===== src/rtl/serial_adder_pkg.sv =====
// ============================================================================
// Module   : serial_adder_pkg
// Brief    : Shared constants and full-adder helper functions for serial_adder.
// Revision : 1.0
// ============================================================================
`default_nettype none

package serial_adder_pkg;

  localparam int C_DEFAULT_WIDTH = 4;

  function automatic logic fa_sum(input logic x, input logic y, input logic ci);
    return x ^ y ^ ci;
  endfunction

  function automatic logic fa_carry(input logic x, input logic y, input logic ci);
    return (x & y) | (ci & (x ^ y));
  endfunction

endpackage

`default_nettype wire


===== src/rtl/serial_adder_full_adder.sv =====
// ============================================================================
// Module   : serial_adder_full_adder
// Brief    : One-bit combinational full adder cell.
// Revision : 1.0
// ============================================================================
`default_nettype none

module serial_adder_full_adder
  import serial_adder_pkg::*;
(
  input  logic x,
  input  logic y,
  input  logic ci,
  output logic s,
  output logic co
);

  assign s  = fa_sum(x, y, ci);
  assign co = fa_carry(x, y, ci);

endmodule

`default_nettype wire


===== src/rtl/serial_adder.sv =====
// ============================================================================
// Module   : serial_adder
// Brief    : Bit-serial unsigned adder, LSB-first, one bit per shift cycle.
// Revision : 1.0
// ============================================================================
`default_nettype none

module serial_adder
  import serial_adder_pkg::*;
#(
  parameter int WIDTH = C_DEFAULT_WIDTH,
  parameter int CNT_W = $clog2(WIDTH + 1)
) (
  input  logic             clk,
  input  logic             reset,
  input  logic             load,
  input  logic             shift,
  input  logic [WIDTH-1:0] a,
  input  logic [WIDTH-1:0] b,
  output logic [WIDTH-1:0] sum,
  output logic             cout,
  output logic             done
);

  localparam logic [CNT_W-1:0] c_last = CNT_W'(WIDTH - 1);

  logic [WIDTH-1:0] r_a;
  logic [WIDTH-1:0] r_b;
  logic [WIDTH-1:0] r_sum;
  logic             r_carry;
  logic [CNT_W-1:0] r_cnt;
  logic             r_cout;
  logic             r_done;
  logic             w_s;
  logic             w_co;

  serial_adder_full_adder u_fa (
    .x  (r_a[0]),
    .y  (r_b[0]),
    .ci (r_carry),
    .s  (w_s),
    .co (w_co)
  );

  always_ff @(posedge clk) begin
    if (reset) begin
      r_a     <= '0;
      r_b     <= '0;
      r_sum   <= '0;
      r_carry <= 1'b0;
      r_cnt   <= '0;
      r_cout  <= 1'b0;
      r_done  <= 1'b0;
    end else if (load) begin
      r_a     <= a;
      r_b     <= b;
      r_sum   <= '0;
      r_carry <= 1'b0;
      r_cnt   <= '0;
      r_cout  <= 1'b0;
      r_done  <= 1'b0;
    end else if (shift && !r_done) begin
      // New bit enters at the MSB so the first bit lands at sum[0] after WIDTH shifts
      r_a     <= {1'b0, r_a[WIDTH-1:1]};
      r_b     <= {1'b0, r_b[WIDTH-1:1]};
      r_sum   <= {w_s, r_sum[WIDTH-1:1]};
      r_carry <= w_co;
      r_cnt   <= r_cnt + CNT_W'(1);
      if (r_cnt == c_last) begin
        r_done <= 1'b1;
        r_cout <= w_co;
      end
    end
  end

  assign sum  = r_sum;
  assign cout = r_cout;
  assign done = r_done;

endmodule

`default_nettype wire


===== config.mk =====
export PLATFORM = sky130hd
export DESIGN_NAME = serial_adder
export DESIGN_NICKNAME = d
export VERILOG_FILES = /design/src/rtl/serial_adder_pkg.sv /design/src/rtl/serial_adder_full_adder.sv /design/src/rtl/serial_adder.sv
export SDC_FILE = /design/constraint.sdc
export NUM_CORES = 1
export LEC_CHECK = 0
export CAP_MARGIN = 20
export CORE_UTILIZATION = 50
export CTS_CLUSTER_DIAMETER = 100
export DETAILED_ROUTE_END_ITERATION = 8
export PLACE_DENSITY = 0.79
export SLEW_MARGIN = 25
export SYNTH_ARGS = -nofsm -noshare
export SYNTH_HDL_FRONTEND = slang
export SYNTH_SLANG_ARGS = --single-unit

===== constraint.sdc =====
create_clock -name clk -period 2.6 [get_ports clk]
set_input_delay 0.39 -clock clk [delete_from_list [all_inputs] [get_ports clk]]
set_output_delay 0.39 -clock clk [all_outputs]
set_load 0.05 [all_outputs]

== After elaboration in Yosys (flattened, before gate mapping) ==
Cells that the tools add are included.

* Output and inout bits: 6
* Logic and storage cells: 23
* Register bits after elaboration: 18
* Input bits: 12

* Eq/ne operators: 1
* $add $sub $neg: 1
* Bitwise gates (word level): 5
* Multiplexer cells: 4
* Reduce and logical (&&, ||, !) cells: 5

{| class="wikitable"
|+ Operators by type and width
! cell !! number
|-
| $mux W4 || 4
|-
| $add A3 B1 Y3 const B || 1
|-
| $eq A3 B2 Y1 const B || 1
|-
| $and A1 B1 Y1 || 2
|-
| $reduce_and A2 Y1 || 1
|-
| $reduce_bool A2 Y1 || 1
|-
| $reduce_or A2 Y1 || 1
|-
| $xor A1 B1 Y1 || 2
|-
| $logic_and A1 B1 Y1 || 1
|-
| $logic_not A1 Y1 || 1
|-
| $or A1 B1 Y1 || 1
|}

== Logic depth before layout (Yosys ltp) ==
* Depth after elaboration: 4
* Depth in mapped cells: 5
* Mapped depth without buffers: 5

== Cells and area by module ==
Synthesis repeated with hierarchy kept, for this count alone.

* Cells, all modules: 89
* Area, all modules: 803.3 µm²

{| class="wikitable"
|+ By module, submodules not included
! module !! area an instance (µm²) !! times used !! seq. area each (µm²) !! cells an instance
|-
| serial_adder || 783.3 || 1 || 360.3 || 88
|-
| serial_adder_full_adder || 20.0 || 1 || 0.0 || 1
|}

== Worst setup path before layout ==
No wires, ideal clock.

* Path kind: reg2reg
* Start: register r_done (netlist: done)
* End: register r_a[2]
* Period minus slack after synthesis: 1.432 ns
* Setup time: 0.103 ns
* Path buffers: 1
* Path slack: 1.168 ns
* Data required time: 2.497 ns
* Data arrival time: 1.328 ns
* Stages on the path, launching flop included: 5
* Cell sequence: dfxtp_1 > nand2b_1 > buf_2 > nor3_1 > a2111oi_2

* Word-level cells in the longest chain between the ends: 3

{| class="wikitable"
|+ Ends and longest elaborated chain
! item !! RTL line !! RTL
|-
| start, declared || serial_adder.sv:33 || <nowiki>logic r_done;</nowiki>
|-
| start signal, assigned || serial_adder.sv:53 || <nowiki>r_done <= 1'b0;</nowiki>
|-
| start signal, assigned || serial_adder.sv:61 || <nowiki>r_done <= 1'b0;</nowiki>
|-
| start signal, assigned || serial_adder.sv:70 || <nowiki>r_done <= 1'b1;</nowiki>
|-
| $logic_not A1 Y1 || serial_adder.sv:62 || <nowiki>end else if (shift && !r_done) begin</nowiki>
|-
| $logic_and A1 B1 Y1 || serial_adder.sv:62 ||
|-
| $reduce_bool A2 Y1 (no source line) || -- ||
|-
| end signal, assigned || serial_adder.sv:64 || <nowiki>r_a <= {1'b0, r_a[WIDTH-1:1]};</nowiki>
|-
| end, declared || serial_adder.sv:27 || <nowiki>logic [WIDTH-1:0] r_a;</nowiki>
|}

No other way between the ends.
A chain may end at the register's enable or synchronous reset.

== Worst setup path after layout ==
* Start: register r_done (netlist: done)
* End: output done

{| class="wikitable"
|+ RTL lines
! item !! RTL line !! RTL
|-
| end, declared || serial_adder.sv:22 || <nowiki>output logic done</nowiki>
|}

No word-level cell between the ends.

==> metrics.md <==
| Metric | Value |
|---|---|
| CP startpoint kind | flip-flop |
| Hold Path Stages | 2 |
| Syn_area_per_cell | about 9 um2 |
| Die Y | approximately 42 um |
| Die X | between 40 and 50 um |
| Simple-Gate Fraction of Synth Area | 0.2041 |
| Maxcap violations | 0 |
| Worst Setup Path Type | flip-flop to primary output |
| Core ar. | roughly 1500 um2 |
| TNS Setup | 0 ps |
| IO Count | 18 |
| CTS tree | done |
| Pwr Density | ~540 nW/um2 |
| Storage element area | approximately 360 um2 |
| Layout Nets | about 120 |
| Initial Utilization | 0.5353 |
| Synth warnings | 0 |
| Synth unique cells | 19 |
| Crit end category | primary output |
| Syn_nets | approximately 100 |
| Most frequent cells in the layout | dfxtp_1 (18), clkdlybuf4s50_1 (17), nand2_1 (14) |
| Slew Limit Fails | 0 |
| Total Die Area | approximately 1800 um2 |
| Grt total ovfl | 0 |
| Clock Path Buffers | 2 |
| Class of the worst hold path | flip-flop to flip-flop |
| Top delay family on crit path | buffers and inverters |
| Dpl cell area | 977.2 um2 |
| Clk sinks | 18 |
| Tcrit/Tclk final | 0.7262 |
| Post-CTS Repair Setup Buffers | 0 |
| Critical Path RT | about 2200 ps |
| Row count | 14 |
| Drt first pass iters | 4 |
| All-layer global routing usage | 0.1945 |
| Number of global-route vias before repair | a little under 600 |
| Final antenna diode count | 0 |
| Crit path max fanout | 4 |
| Routed via count | 653 |
| Dominant cell type by area after synthesis | dfxtp_1 |
| Routed len/inst | approximately 12 um |
| Hold Buf Count CTS | 0 |
| Final Hold Fails | 0 |
| Synth Area in Compound Gates | 0.1978 |
| Area Overhead vs Synth | 27.16% |
| Worst-case clock skew | roughly 2.5 ps |
| Multi-input gate area | between 300 and 400 um2 |
| Worst path depth | 1 |
| Total CTS buffers | 3 |
| Area contributors post-synth | dfxtp_1 (45%), a2111oi_2 (11%), nor3_1 (7.5%), nand2_1 (6.6%), a21oi_1 (6.3%) |
| CP peak stage delay | roughly 820 ps |
| Final core utilization | 0.6807 |
| Slew @ Worst Pin | 563.9 ps |
| Largest net degree at the start of global routing | 17 |
| Commonest non-fill, non-tap cell in the layout | dfxtp_1 |
| Synth Instances | 89 |
| Post-DP HPWL | approximately 960 um |
| Final ANT Viol Nets | 0 |
| Post-Place Setup Slack | approximately 690 ps |
| Synthesized area | approximately 800 um2 |
| Fin area | 1013 um2 |
| Drt total wl | about 1500 um |
| Initial antenna violation count | 0 |
| Critical path buffer and inverter count | 1 |
| Placer Congestion | between 0.7 and 0.8 |
| Peak VDD IR | approximately 0.38 mV |
| CP Cell Sequence | clkdlybuf4s50_1 |
| R2R depth | 3 |
| Synth Area in XOR/XNOR | 0.01099 |
| Clock root cell | clkbuf_4 |
| #FFs+latches synth | 18 |
| Worst-skew pair later-pin latency | approximately 300 ps |
| Run status | finished clean |
| Adder-cell share of the synthesized area | 0.05651 |
| Routed vias/inst | ~5.3 |
| Clock Pin Slew Worst Setup and Hold Paths | roughly 100 ps |
| DR DRC count | 0 |
| Multiplexer area fraction after synthesis | 0 |
| Final WS setup | just over 700 ps |
| Sequential-to-total area share from yosys stat | 0.4521 |
| Global-route wire length before repair | around 2500 um |
| Fillers | between 100 and 150 |
| Initial DRC count | 11 |
| Worst path slowest cell | clkdlybuf4s50_1 |
| Post-synth top area share | 0.4521 |
| PortBufs | 17 |
| Setup-failing EPs final | 0 |
| Max-slew headroom | 0.6229 |
| Fin crit period | roughly 1900 ps |
| Share of cells above drive strength 1 | 0.1308 |
| H-tree depth | 1 |
| RSZ-0062 raised after global routing | no |
| Leakage | ~0.37 nW |
| Largest family of logic cells by synthesized area | simple AND/OR/NAND/NOR gates |
| CTS-repair resized insts | 0 |
| Fmax | 529.6 MHz |
| Arr. time, crit path | 1500 ps |
flip-flops by register name (all words and copies together), names as in the netlist:
signal	count
sum	4
done	1
r_cnt	3
r_b	4
r_a	4
cout	1
r_carry	1
power by group:
part | total [mW] | switching [mW] | leakage, nW | internal (mW)
logic | 0.0730 | 0.0364 | 0.202 | 0.0365
registers | 0.294 | 0.00694 | 0.147 | 0.287
clock network | 0.177 | 0.0910 | 0.0210 | 0.0856
metal layers:
| layer | share of wire | track usage |
|---|---|---|
| met5 | 0 | 0 |
| met4 | 0.032 | 0.1355 |
| met3 | 0.046 | 0.06522 |
| met2 | 0.44 | 0.2656 |
| met1 | 0.48 | 0.2556 |
cell usage after synthesis:
cell        n
a211oi_2    1
xnor2_1     1
nor2b_1     1
a21oi_1    10
nand2_1    14
nor3_1     12
buf_2       5
nor2_1      3
inv_1       8
buf_4       1
nand3_1     1
dfxtp_1    18
nand2b_1    1
ha_1        2
or2_1       1
o21ai_0     1
nand3b_1    2
fa_1        1
a2111oi_2   6
cell families (layout without fill, tap and decap cells):
family,count (synthesis),count (layout)
compound gates,18,18
xor+xnor,1,1
fa+ha+maj,3,3
buf+inv,14,32
flops,18,18
simple gates,35,35
cell type report:
| cell class | count | area share |
|---|---|---|
| inverters | 8 | 0.02963 |
| well taps | 16 | 0.01975 |
| multi-input cells | 57 | 0.3691 |
| flip-flops and latches | 18 | 0.3556 |
| clock buffers | 4 | 0.03580 |
| repair buffers | 20 | 0.1901 |
through the flow:
stage	instances	power (mW)	hold slack, ps
after CTS	123	0.5479	472.2
after detailed placement	119	0.3733	457.0
after global routing	123	0.5723	498.5
after floorplan	89	0.3447	440.0
after global placement	119	0.3716	447.5
final	123	0.5436	473.5
path summary, 6_finish.rpt:
path           from      to  slack (ps)
max            done    done         710
min          sum[0]  sum[0]         470
max reg2reg    done  r_b[0]        1270
min reg2reg  sum[0]  sum[0]         470
Power figures use the tool's default switching activity.
